### config.mk
export PLATFORM = sky130hd
export DESIGN_NAME = video_sync_seq
export DESIGN_NICKNAME = d
export VERILOG_FILES = /design/src/rtl/video_sync_seq.sv
export SDC_FILE = /design/constraint.sdc
export NUM_CORES = 1
export LEC_CHECK = 0
export BUFFER_PORTS_ARGS = -buffer_cell sky130_fd_sc_hd__buf_2
export CAP_MARGIN = 10
export CORE_MARGIN = 3
export CORE_UTILIZATION = 28
export CTS_BUF_LIST = sky130_fd_sc_hd__clkbuf_2
export DETAILED_ROUTE_END_ITERATION = 16
export SYNTH_ARGS = -nofsm -noshare
export SYNTH_HDL_FRONTEND = slang
export SYNTH_SLANG_ARGS = --single-unit
### constraint.sdc
create_clock -name clk_i -period 4.1 [get_ports clk_i]
set_input_delay 0 -clock clk_i [delete_from_list [all_inputs] [get_ports clk_i]]
set_output_delay 0 -clock clk_i [all_outputs]
set_load 0.02 [all_outputs]
### src/rtl/video_sync_seq.sv
// video_sync_seq: raster timing sequencer for the video sync path.
// Owns the pixel (hcnt) and line (vcnt) counters, steps the horizontal and
// vertical ACT/FP/SYNC/BP phase machines, and drives registered sync, blank
// and line/frame strobes that are cycle-aligned with the counters.
//
// Alignment scheme: every output register is loaded from the *next* counter
// and phase values (_d), so the outputs visible in a cycle always describe
// the hcnt/vcnt visible in that same cycle.

module video_sync_seq #(
  parameter int H_ACT  = 640,
  parameter int H_FP   = 16,
  parameter int H_SYNC = 96,
  parameter int H_BP   = 48,
  parameter int V_ACT  = 480,
  parameter int V_FP   = 10,
  parameter int V_SYNC = 2,
  parameter int V_BP   = 33,
  parameter int HW     = 10,
  parameter int VW     = 10
) (
  input  logic          clk_i,
  input  logic          rst_ni,
  input  logic          en_i,
  input  logic          clr_i,
  output logic [HW-1:0] hcnt_o,
  output logic [VW-1:0] vcnt_o,
  output logic          hsync_n_o,
  output logic          vsync_n_o,
  output logic          csync_n_o,
  output logic          cblank_o,
  output logic          line_start_o,
  output logic          frame_start_o
);

  // --------------------------------------------------------------------------
  // Derived timing constants
  // --------------------------------------------------------------------------
  localparam int H_TOTAL = H_ACT + H_FP + H_SYNC + H_BP;
  localparam int V_TOTAL = V_ACT + V_FP + V_SYNC + V_BP;

  // First pixel/line of each phase; phase changes are detected by exact
  // equality of the next counter value against these.
  localparam logic [HW-1:0] H_FP_START   = HW'(H_ACT);
  localparam logic [HW-1:0] H_SYNC_START = HW'(H_ACT + H_FP);
  localparam logic [HW-1:0] H_BP_START   = HW'(H_ACT + H_FP + H_SYNC);
  localparam logic [HW-1:0] H_LAST       = HW'(H_TOTAL - 1);

  localparam logic [VW-1:0] V_FP_START   = VW'(V_ACT);
  localparam logic [VW-1:0] V_SYNC_START = VW'(V_ACT + V_FP);
  localparam logic [VW-1:0] V_BP_START   = VW'(V_ACT + V_FP + V_SYNC);
  localparam logic [VW-1:0] V_LAST       = VW'(V_TOTAL - 1);

  // --------------------------------------------------------------------------
  // Elaboration-time parameter checks
  // --------------------------------------------------------------------------
  generate
    if (H_ACT < 1 || H_FP < 1 || H_SYNC < 1 || H_BP < 1) begin : g_bad_hphase
      $error("video_sync_seq: every horizontal phase must be at least one pixel wide");
    end
    if (V_ACT < 1 || V_FP < 1 || V_SYNC < 1 || V_BP < 1) begin : g_bad_vphase
      $error("video_sync_seq: every vertical phase must be at least one line wide");
    end
    if (HW < 1 || HW > 30 || (H_TOTAL - 1) >= (1 << HW)) begin : g_bad_hw
      $error("video_sync_seq: HW too narrow to hold H_TOTAL-1");
    end
    if (VW < 1 || VW > 30 || (V_TOTAL - 1) >= (1 << VW)) begin : g_bad_vw
      $error("video_sync_seq: VW too narrow to hold V_TOTAL-1");
    end
  endgenerate

  // --------------------------------------------------------------------------
  // Phase encoding shared by both machines. All four 2-bit codes are legal;
  // the default arms below still force ACT so a corrupted register recovers.
  // --------------------------------------------------------------------------
  typedef enum logic [1:0] {
    PH_ACT  = 2'd0,
    PH_FP   = 2'd1,
    PH_SYNC = 2'd2,
    PH_BP   = 2'd3
  } phase_e;

  logic [HW-1:0] hcnt_q, hcnt_d;
  logic [VW-1:0] vcnt_q, vcnt_d;
  phase_e        hstate_q, hstate_d;
  phase_e        vstate_q, vstate_d;

  logic hsync_n_q, hsync_n_d;
  logic vsync_n_q, vsync_n_d;
  logic csync_n_q, csync_n_d;
  logic cblank_q, cblank_d;
  logic line_start_q, line_start_d;
  logic frame_start_q, frame_start_d;

  logic h_wrap;     // current pixel is the last of the line
  logic v_wrap;     // current line is the last of the frame
  logic advance;    // counters step this edge (enabled and not restarting)
  logic line_step;  // pixel counter wraps this edge, so the line counter steps

  assign h_wrap    = (hcnt_q == H_LAST);
  assign v_wrap    = (vcnt_q == V_LAST);
  assign advance   = en_i & ~clr_i;
  assign line_step = advance & h_wrap;

  // --------------------------------------------------------------------------
  // Counters
  // --------------------------------------------------------------------------

  // Next pixel/line position: restart on clr, step on en, otherwise hold.
  always_comb begin
    hcnt_d = hcnt_q;
    vcnt_d = vcnt_q;
    if (clr_i) begin
      hcnt_d = '0;
      vcnt_d = '0;
    end else if (en_i) begin
      hcnt_d = h_wrap ? '0 : hcnt_q + 1'b1;
      if (h_wrap) begin
        vcnt_d = v_wrap ? '0 : vcnt_q + 1'b1;
      end
    end
  end

  // Counter registers.
  always_ff @(posedge clk_i or negedge rst_ni) begin
    if (!rst_ni) begin
      hcnt_q <= '0;
      vcnt_q <= '0;
    end else begin
      hcnt_q <= hcnt_d;
      vcnt_q <= vcnt_d;
    end
  end

  // --------------------------------------------------------------------------
  // Horizontal and vertical phase machines
  // --------------------------------------------------------------------------

  // Phase state registers.
  always_ff @(posedge clk_i or negedge rst_ni) begin
    if (!rst_ni) begin
      hstate_q <= PH_ACT;
      vstate_q <= PH_ACT;
    end else begin
      hstate_q <= hstate_d;
      vstate_q <= vstate_d;
    end
  end

  // Horizontal next phase, keyed on the pixel index being entered.
  always_comb begin
    hstate_d = hstate_q;
    if (clr_i) begin
      hstate_d = PH_ACT;
    end else if (en_i) begin
      case (hstate_q)
        PH_ACT:  if (hcnt_d == H_FP_START)   hstate_d = PH_FP;
        PH_FP:   if (hcnt_d == H_SYNC_START) hstate_d = PH_SYNC;
        PH_SYNC: if (hcnt_d == H_BP_START)   hstate_d = PH_BP;
        PH_BP:   if (hcnt_d == '0)           hstate_d = PH_ACT;
        default:                             hstate_d = PH_ACT;
      endcase
    end
  end

  // Vertical next phase; moves only when the line counter steps.
  always_comb begin
    vstate_d = vstate_q;
    if (clr_i) begin
      vstate_d = PH_ACT;
    end else if (line_step) begin
      case (vstate_q)
        PH_ACT:  if (vcnt_d == V_FP_START)   vstate_d = PH_FP;
        PH_FP:   if (vcnt_d == V_SYNC_START) vstate_d = PH_SYNC;
        PH_SYNC: if (vcnt_d == V_BP_START)   vstate_d = PH_BP;
        PH_BP:   if (vcnt_d == '0)           vstate_d = PH_ACT;
        default:                             vstate_d = PH_ACT;
      endcase
    end
  end

  // --------------------------------------------------------------------------
  // Sync, blank and strobe outputs
  // --------------------------------------------------------------------------

  // Output decode from the phases being entered, so outputs track the counters.
  // Composite sync XORs the two active syncs, which serrates it during vsync.
  always_comb begin
    logic hsync_act;
    logic vsync_act;
    hsync_act     = (hstate_d == PH_SYNC);
    vsync_act     = (vstate_d == PH_SYNC);
    hsync_n_d     = ~hsync_act;
    vsync_n_d     = ~vsync_act;
    csync_n_d     = ~(hsync_act ^ vsync_act);
    cblank_d      = (hstate_d != PH_ACT) | (vstate_d != PH_ACT);
    line_start_d  = line_step;
    frame_start_d = line_step & v_wrap;
  end

  // Output registers.
  always_ff @(posedge clk_i or negedge rst_ni) begin
    if (!rst_ni) begin
      hsync_n_q     <= 1'b1;
      vsync_n_q     <= 1'b1;
      csync_n_q     <= 1'b1;
      cblank_q      <= 1'b0;
      line_start_q  <= 1'b0;
      frame_start_q <= 1'b0;
    end else begin
      hsync_n_q     <= hsync_n_d;
      vsync_n_q     <= vsync_n_d;
      csync_n_q     <= csync_n_d;
      cblank_q      <= cblank_d;
      line_start_q  <= line_start_d;
      frame_start_q <= frame_start_d;
    end
  end

  assign hcnt_o        = hcnt_q;
  assign vcnt_o        = vcnt_q;
  assign hsync_n_o     = hsync_n_q;
  assign vsync_n_o     = vsync_n_q;
  assign csync_n_o     = csync_n_q;
  assign cblank_o      = cblank_q;
  assign line_start_o  = line_start_q;
  assign frame_start_o = frame_start_q;

endmodule
==> flow_metrics.py, run 1 <==
metrics = {
    "run_status": {
        "status": "finished, final reports clean",
    },
    "critical_path": {
        "critPathArrivalTime_ps": 3590,
        "start_kind": "flip-flop",
        "cp.required_ps": 4350,
        "criticalPathCategory": "reg -> reg",
        "cp_max_fo": 7,
        "crit_path_end_kind": "flip-flop",
    },
    "layout": {
        "layout_commonest_cell": "buf_2",
        "final_core_util_pct": 33.5,
        "drive_gt1_share_pct": 23.2,
        "area_growth_pct": 14.7,
        "nets": 239,
        "antennaDiodeCount": 0,
        "final_cell_area_um2": 2150,
        "final_cell_mix": "buf_2 (29), dfrtp_1 (27), nor2_1 (24), nand3_1 (12), nand2_1 (11)",
    },
    "sta": {
        "relSlewSlack_pct": 55.4,
        "fmaxAchievable_mhz": 300,
        "finalHoldViolCount": 0,
        "finClkSkew_ps": 6.65,
        "grt_setup_unrepaired": "no",
        "finalSetupTns_ps": 0,
        "tightest_slew_ps": 669,
        "fin_crit_ps": 3340,
        "fin_crit_sh_pct": 81.4,
        "fin_ws_ps": 763,
        "maxSlewViolCount": 0,
        "setup_viol": 0,
    },
    "synthesis": {
        "ys_seq_area_share_pct": 40.2,
        "synth.avg_cell_area_um2": 9.16,
        "yosysTopAreaCell": "dfrtp_1",
        "synth_top_family_by_area": "simple AND/OR/NAND/NOR gates",
        "synth_fa_ha_area_share_pct": 2.00,
        "muxShareOfSynthArea_pct": 1.07,
        "yosysTopAreaCellShare_pct": 36.0,
        "synth_warnings": 0,
        "syn_nets": 212,
        "synthXorXnorAreaFrac_pct": 8.87,
        "synth_cell_type_count": 49,
        "syn_area_um2": 1880,
        "synth_area_leaders": "dfrtp_1 (36%), nor2_1 (4.8%), xor2_1 (4.7%)",
        "synth_compound_area_share_pct": 13.1,
        "synth_simple_gate_area_share_pct": 30.2,
        "synthCells": 205,
        "synth_seq_cells": 30,
    },
    "global_routing": {
        "grt_start_max_net_pins": 31,
        "grt_overflow": 0,
        "antenna_found_initial": 0,
        "grt_pass1_vias": 1563,
        "grt_usage_pct": 12.8,
        "grt_pass1_wl_um": 7840,
    },
    "die": {
        "placementRows": 29,
        "dieHeight_um": 87.9,
        "dieArea_um2": 7720,
        "core_area_um2": 6420,
        "die_w_um": 87.9,
        "start_util_pct": 29.2,
        "ios": 30,
    },
    "placement": {
        "portBuffers": 29,
        "placed_cell_area_um2": 2070,
        "routabilityCongestion": 0.823,
        "detailedPlacementHpwl_um": 3380,
        "pre_cts_slack_ps": 822,
    },
    "detailed_routing": {
        "wl_per_cell_um": 14.7,
        "drt-total-wl_um": 4540,
        "route.detailed.drc": 0,
        "final_antenna_net_count": 0,
        "drt_iter0_drc": 117,
        "num_vias": 1648,
        "detail_route.first_pass.iterations": 4,
        "viasPerCell": 5.32,
    },
    "pwr": {
        "p_leak_nw": 0.964,
        "power.density_nw_per_um2": 257,
        "irDropWorstVdd_uv": 118,
        "p_total_w": 0.000553,
    },
    "cts": {
        "cts.path.max_buffers": 2,
        "path_clk_slew_ps": 160,
        "cts_tree": "built",
        "cts-root-buf": "clkbuf_2",
        "ctsResizeCount": 0,
        "cts_buffers": 5,
        "hold_buffers": 2,
        "post_cts_buffers": 0,
        "ctsHtreeMaxLevel": 2,
        "cts.sinks": 30,
        "clock_latency_ps": 360,
    },
    "hold_path": {
        "hold_class": "in -> reg",
    },
    "job": {
        "maxCapViolCount": 0,
    },
}
[sequential cells by signal, indices dropped and copies added, names as in the netlist]
| register | flops |
|---|---|
| hcnt_o | 10 |
| hsync_n_o | 1 |
| vsync_n_o | 1 |
| vstate_q | 2 |
| cblank_o | 1 |
| frame_start_o | 1 |
| csync_n_o | 1 |
| hstate_q | 2 |
| vcnt_o | 10 |
| line_start_o | 1 |
[cells by family (layout without fill, tap and decap cells)]
kind of cell	count (synthesis)	count (layout)
AO/OA/AOI/OAI	34	34
XOR/XNOR	19	19
adder cells (fa/ha/maj)	3	3
buffers and inverters	19	47
flip-flops	30	30
multiplexers	2	2
AND/OR/NAND/NOR	98	98
[layout make-up]
cell class              instances  area [um2]
clock buffers                   7        35.0
clock inverters                 1        30.0
fillers                       655        4270
inverters                       7        26.3
multi-input cells             156        1040
flip-flops and latches         30         754
well taps                      77        96.3
repair buffers                 32         173
[report_power, final]
part	internal (W)	switching [W]
Sequential	0.000298	0.00000380
Combinational	0.0000114	0.0000241
Clock	0.000109	0.000107
Total	0.000418	0.000135
[cells in the mapped netlist, drive strengths merged]
cell type	instances
and3	5
dfrtp	27
nor2	24
a21boi	1
nand4b	1
or3b	2
a31o	3
nand4	8
o22ai	1
o31a	1
and4	2
and4b	3
and2	3
inv	7
a2111oi	2
o21a	1
xnor2	9
a31oi	4
nor4b	1
ha	3
o2111ai	2
o211a	1
mux2i	2
nor3	11
nand2	11
nor3b	2
o21ai	4
a41o	1
clkbuf	6
nand3	13
or4	3
buf	6
or2	3
or3	1
a21oi	6
nor4	5
o31ai	2
dfstp	3
a41oi	4
xor2	10
a21bo	1
[worst paths after layout]
kind | from | end | slack [ps] | cells past startpoint
worst min-delay path | en_i | hstate_q[1]$_DFF_PN0_ | 60 | 3
max in group asynchronous | rst_ni | hcnt_o[2]$_DFF_PN0_ | 3490 | 2
worst max-delay path | hcnt_o[0]$_DFF_PN0_ | cblank_o$_DFF_PN0_ | 760 | 9
min in group asynchronous | rst_ni | vcnt_o[7]$_DFF_PN0_ | 180 | 2
worst max register to register | hcnt_o[0]$_DFF_PN0_ | cblank_o$_DFF_PN0_ | 760 | 9
worst min register to register | hstate_q[0]$_DFF_PN0_ | hstate_q[1]$_DFF_PN0_ | 640 | 2
[per-layer routing]
metal / GRT usage (%) / wire length, um
met3: 3.29 / 208
met4: 4.46 / 38
met5: 0 / 0
met2: 18.8 / 2010
met1: 18.2 / 2290
[through the flow]
step	std cells	hold WS (ps)
floorplan	205	-296
detailed placement	300	86.3
finish	310	60.4
global route	310	59.2
global placement	300	83.5
CTS	310	48.6
[critical path, cell delays in order (launching register included)]
cell     delay, ps
dfrtp_1        500
ha_1           320
nor3b_2        400
and4_1         310
nand3_1        100
xor2_1         330
a31oi_1        160
or3_1          420
and3_1         190
or4_1          510
Note: power is estimated with default switching activity, not from simulation.
==> run 2: changes to the inputs <==
clock period = 3.3 ns   (was 4.1 ns; I/O delays follow)
==> run 2 against run 1 <==
Via count rose by 2.2%. Clock power shrank 14%. Worst hold slack worse by 17 ps. Count of clock-buffer cells in the layout fell by 2. Sequential power up 24%. Clock skew up 9.8 ps. Flip-flop and latch count did not move. Register-to-register slack lost 520 ps. Global-route usage up 0.20 points. Die area unchanged.
==> flow_metrics.py, run 2 (synthesis gave the netlist of run 1 again) <==
metrics = {
    "critical_path": {
        "cp_cell_sequence": "ha_1 -> or3b_4 -> nor3_2 -> a41oi_1 -> nor3_1 -> a41oi_1 -> or3_1 -> and3_1 -> or4_1",
        "crit_path_end_kind": "flip-flop",
        "critPathTopFamily": "simple AND/OR/NAND/NOR gates",
        "rrSetupSlack_ps": 240,
        "r2r_start": "hcnt_o[1]$_DFF_PN0_",
        "r2r-end": "cblank_o$_DFF_PN0_",
        "criticalPathCategory": "reg -> reg",
        "cp_max_fo": 6,
        "r2r_cells": 9,
        "crit_path_frequent_cell": "a41oi_1",
        "start_kind": "flip-flop",
        "path_buf_inv": 0,
        "critPathArrivalTime_ps": 3340,
        "max_stage_delay_ps": 500,
        "crit_slowest_cell": "or4_1",
        "cp.required_ps": 3580,
    },
    "layout": {
        "antennaDiodeCount": 0,
        "drive_gt1_share_pct": 25.4,
        "seq_area_um2": 754,
        "nets": 246,
        "layout_commonest_cell": "buf_2",
        "fin_cells": 317,
        "final_core_util_pct": 34.2,
        "fill_cells": 667,
        "multi_input_area_um2": 1050,
        "final_cell_mix": "buf_2 (29), dfrtp_1 (27), nor2_1 (24), nand3_1 (12), nand2_1 (11)",
        "area_growth_pct": 16.9,
    },
    "pwr": {
        "irDropWorstVdd_uv": 123,
        "p_leak_nw": 0.980,
        "power.density_nw_per_um2": 278,
    },
    "die": {
        "core_area_um2": 6420,
        "dieArea_um2": 7720,
        "placementRows": 29,
        "ios": 30,
        "die_w_um": 87.9,
        "start_util_pct": 29.2,
        "dieHeight_um": 87.9,
    },
    "placement": {
        "detailedPlacementHpwl_um": 3490,
        "dp_cells": 307,
        "routabilityCongestion": 0.899,
        "portBuffers": 29,
    },
    "cts": {
        "ctsHtreeMaxLevel": 2,
        "cts_tree": "built",
        "clock_latency_ps": 380,
        "cts_buffers": 5,
        "path_clk_slew_ps": 180,
        "cts.sinks": 30,
        "cts.path.max_buffers": 2,
        "cts-root-buf": "clkbuf_2",
    },
    "global_routing": {
        "antenna_found_initial": 0,
        "grt_overflow": 0,
        "grt_pass1_vias": 1637,
        "grt_usage_pct": 13.0,
        "grt_pass1_wl_um": 7890,
        "grt_start_max_net_pins": 31,
    },
    "hold_path": {
        "hold_depth": 3,
        "hold_class": "in -> reg",
        "hp-start": "en_i",
        "hold_end": "hstate_q[1]$_DFF_PN0_",
    },
    "sta": {
        "tightest_slew_ps": 688,
        "finalHoldViolCount": 0,
        "whs_ps": 43.3,
        "fmaxAchievable_mhz": 327,
        "fin_crit_sh_pct": 92.7,
        "relSlewSlack_pct": 54.1,
        "maxSlewViolCount": 0,
        "fin_crit_ps": 3060,
        "finClkSkew_ps": 16.5,
        "finalSetupTns_ps": 0,
        "setup_viol": 0,
        "grt_setup_unrepaired": "no",
    },
    "detailed_routing": {
        "route.detailed.drc": 0,
        "viasPerCell": 5.32,
        "drt-total-wl_um": 4700,
        "detail_route.first_pass.iterations": 4,
        "drt_iter0_drc": 118,
        "num_vias": 1685,
        "wl_per_cell_um": 14.8,
        "final_antenna_net_count": 0,
    },
    "run_status": {
        "status": "finished, final reports clean",
    },
    "job": {
        "maxCapViolCount": 0,
    },
}
## run 2: stage by stage
step	instance area, um2	setup WS [ps]	power, W
after floorplan	1880	195	0.000406
after global placement	2120	293	0.000428
after detailed placement	2120	270	0.000428
after CTS	2180	222	0.000618
after global routing	2190	26.4	0.000638
final	2190	242	0.000610
## run 2: final cells by class
class,instances,area share [%]
multi-input combinational,156,47.9
timing repair buffer,39,10.3
tap,77,4.39
clock inverter,3,0.742
clock buffer,5,1.14
sequential,30,34.4
inverter,7,1.20
## run 2: how the worst max path moves through the flow
stage | from | end | slack [ps] | cells after the start
2_1_floorplan | hcnt_o[0]$_DFF_PN0_ | cblank_o$_DFF_PN0_ | 190 | 9
3_3_place_gp | hcnt_o[1]$_DFF_PN0_ | cblank_o$_DFF_PN0_ | 290 | 9
3_5_place_dp | hcnt_o[1]$_DFF_PN0_ | cblank_o$_DFF_PN0_ | 270 | 9
4_1_cts | hcnt_o[1]$_DFF_PN0_ | cblank_o$_DFF_PN0_ | 220 | 9
5_1_grt | hcnt_o[1]$_DFF_PN0_ | cblank_o$_DFF_PN0_ | 30 | 9
6_report | hcnt_o[1]$_DFF_PN0_ | cblank_o$_DFF_PN0_ | 240 | 9
## run 2: power by group
part / internal, W / switching [W]
combinational: 0.0000170 / 0.0000334
sequential: 0.000371 / 0.00000237
clock: 0.0000483 / 0.000138
total: 0.000436 / 0.000174
## run 2: routing by layer
layer	vias up	wire, um	global-route usage (%)
li1	821	-	-
met5	-	0	0
met2	33	2130	20.1
met1	826	2300	18.0
met4	0	51	3.35
met3	5	218	3.67
## run 2: what timing repair did
action,in CTS,in global routing
endpoints found under the hold margin,34,0
hold buffers,2,0
buffers inserted,0,0
endpoints found under the setup margin,0,1
resized for setup,0,2
## run 2: tightest hold or removal path, delay by kind of cell
| family | cells | cell delay [ps] |
|---|---|---|
| compound gates | 1 | 90 |
| buf+inv | 1 | 200 |
| simple gates | 1 | 100 |
==> run 3: changes to the inputs <==
--- a/config.mk
+++ b/config.mk
@@ -8,5 +8,5 @@
 export BUFFER_PORTS_ARGS = -buffer_cell sky130_fd_sc_hd__buf_2
 export CAP_MARGIN = 10
-export CORE_MARGIN = 3
+export CORE_ASPECT_RATIO = 1.5
 export CORE_UTILIZATION = 28
 export CTS_BUF_LIST = sky130_fd_sc_hd__clkbuf_2
==> constraint.sdc (replaced) <==
create_clock -name clk_i -period 3.3 [get_ports clk_i]
set_input_delay 0 -clock clk_i [delete_from_list [all_inputs] [get_ports clk_i]]
set_output_delay 0 -clock clk_i [all_outputs]
set_load 0.01 [all_outputs]
==> run 3 against run 2 <==
Flip-flop and latch count is the same. Critical endpoint unchanged. Total power grew 1.3%. Sequential share of layout area is 0.14 points lower. Sequential power about the same. Global-route usage up 3.0 points. Non-clock buffer count increased by 3. Wire length rose by 6.3%. Maximum frequency is 0.65% lower.
==> flow_metrics.py, run 3 (synthesis gave the netlist of run 1 again) <==
metrics = {
    "run_status": {
        "status": "finished, final reports clean",
    },
    "critical_path": {
        "r2r_cells": 9,
        "crit_slowest_cell": "o21ai_1",
        "crit_path_end_kind": "flip-flop",
        "criticalPathCategory": "reg -> reg",
        "r2r_start": "hcnt_o[1]$_DFF_PN0_",
        "r2r-end": "cblank_o$_DFF_PN0_",
        "cp_max_fo": 8,
        "cp_cell_sequence": "ha_1 -> nor3b_2 -> nand3_2 -> o21ai_1 -> nor3_1 -> nor4b_2 -> a41oi_1 -> nor4_1 -> or4_1",
        "start_kind": "flip-flop",
        "rrSetupSlack_ps": 220,
        "max_stage_delay_ps": 520,
        "cp.required_ps": 3610,
        "critPathArrivalTime_ps": 3380,
    },
    "cts": {
        "cts_tree": "built",
        "path_clk_slew_ps": 180,
        "cts.path.max_buffers": 2,
        "cts_buffers": 5,
        "cts-root-buf": "clkbuf_2",
        "clock_latency_ps": 410,
        "post_cts_buffers": 0,
        "ctsHtreeMaxLevel": 2,
        "cts.sinks": 30,
    },
    "detailed_routing": {
        "num_vias": 1711,
        "drt_iter0_drc": 76,
        "final_antenna_net_count": 0,
        "drt-total-wl_um": 4990,
        "detail_route.first_pass.iterations": 4,
        "route.detailed.drc": 0,
        "viasPerCell": 5.36,
        "wl_per_cell_um": 15.7,
    },
    "layout": {
        "nets": 249,
        "final_cell_mix": "buf_2 (29), dfrtp_1 (27), nor2_1 (24), nand3_1 (12)",
        "antennaDiodeCount": 0,
        "layout_commonest_cell": "buf_2",
        "drive_gt1_share_pct": 25.9,
        "area_growth_pct": 17.3,
    },
    "sta": {
        "setup_viol": 0,
        "finalSetupTns_ps": 0,
        "finalHoldViolCount": 0,
        "relSlewSlack_pct": 53.3,
        "maxSlewViolCount": 0,
        "fin_crit_ps": 3080,
        "tightest_slew_ps": 700,
        "finClkSkew_ps": 19.0,
        "fmaxAchievable_mhz": 325,
        "grt_setup_unrepaired": "no",
        "whs_ps": 41.1,
        "fin_crit_sh_pct": 93.3,
    },
    "global_routing": {
        "grt_usage_pct": 16.1,
        "grt_start_max_net_pins": 31,
        "grt_overflow": 0,
        "grt_pass1_wl_um": 8270,
        "antenna_found_initial": 0,
        "grt_pass1_vias": 1707,
    },
    "pwr": {
        "power.density_nw_per_um2": 280,
        "power.share.switching_pct": 29.4,
        "clkPwrFrac_pct": 31.5,
        "internal_power_w": 0.000436,
        "combPwrFrac_pct": 7.9,
        "irDropWorstVdd_uv": 114,
        "seqPwrFrac_pct": 60.6,
        "p_leak_nw": 0.998,
        "p_sw_w": 0.000182,
    },
    "die": {
        "placementRows": 36,
        "dieHeight_um": 102,
        "start_util_pct": 28.9,
        "ios": 30,
        "dieArea_um2": 7040,
        "core_area_um2": 6490,
        "die_w_um": 68.8,
    },
    "job": {
        "maxCapViolCount": 0,
    },
    "placement": {
        "portBuffers": 29,
        "detailedPlacementHpwl_um": 3740,
        "routabilityCongestion": 0.846,
    },
    "hold_path": {
        "hold_class": "in -> reg",
        "hold_depth": 3,
        "hp-start": "en_i",
        "hold_end": "hcnt_o[0]$_DFF_PN0_",
    },
}
[run 3: cell count changes in the layout (fill, tap and decap cells not counted)]
cell     change
a31oi_1      +1
a31oi_2      -1
buf_4        +3
nor3b_2      +1
nor3b_4      -1
[run 3: metrics by stage]
step                      total power [W]  area, um2  worst slack (ps)  std cells  util [%]
after floorplan                  0.000404       1880               271        205         -
after global placement           0.000427       2140               226        309      33.0
after detailed placement         0.000428       2140               222        309      33.0
after CTS                        0.000631       2200               208        319      34.0
after global routing             0.000648       2200              6.74        319      34.0
final                            0.000617       2200               223        319      34.0
[run 3: power groups by stage]
stage               clock [W]  combinational, W  sequential [W]
floorplan                   0         0.0000220        0.000382
global placement            0         0.0000471        0.000380
detailed placement          0         0.0000480        0.000380
CTS                  0.000208         0.0000499        0.000374
global route         0.000219         0.0000549        0.000374
finish               0.000195         0.0000488        0.000374
[run 3: cell type report]
| class | count | area, um2 |
|---|---|---|
| Clock buffer | 5 | 25.0 |
| Multi-Input combinational cell | 156 | 1040 |
| Sequential cell | 30 | 754 |
| Fill cell | 718 | 4280 |
| Timing Repair Buffer | 42 | 248 |
| Clock inverter | 3 | 16.3 |
| Inverter | 7 | 26.3 |
| Tap cell | 76 | 95.1 |
[run 3: worst max path at each step]
stage                        start                 end  cells past startpoint
2_1_floorplan  hcnt_o[0]$_DFF_PN0_  cblank_o$_DFF_PN0_                      9
3_3_place_gp   hcnt_o[1]$_DFF_PN0_  cblank_o$_DFF_PN0_                      9
3_5_place_dp   hcnt_o[1]$_DFF_PN0_  cblank_o$_DFF_PN0_                      9
4_1_cts        hcnt_o[1]$_DFF_PN0_  cblank_o$_DFF_PN0_                      9
5_1_grt        hcnt_o[1]$_DFF_PN0_  cblank_o$_DFF_PN0_                      9
6_report       hcnt_o[1]$_DFF_PN0_  cblank_o$_DFF_PN0_                      9
[run 3: per-layer routing]
metal	global-route usage [%]	share of wire, %	vias up
met5	0	0	-
met4	8.32	2.9	0
met3	3.35	3.1	11
met2	27.6	54	43
met1	18.0	40	825
li1	-	-	832
[run 3: what timing repair did]
action,CTS,global route
endpoints found under the hold margin,34,0
gates resized for setup,0,0
hold buffers,2,0
endpoints found under the setup margin,0,0
[run 3: critical path, delay by kind of cell, from the launching register on]
kind / cells / cell delay (ps)
AND/OR/NAND/NOR: 6 / 1520
adder cells (fa/ha/maj): 1 / 220
flip-flops: 1 / 450
AO/OA/AOI/OAI: 2 / 810
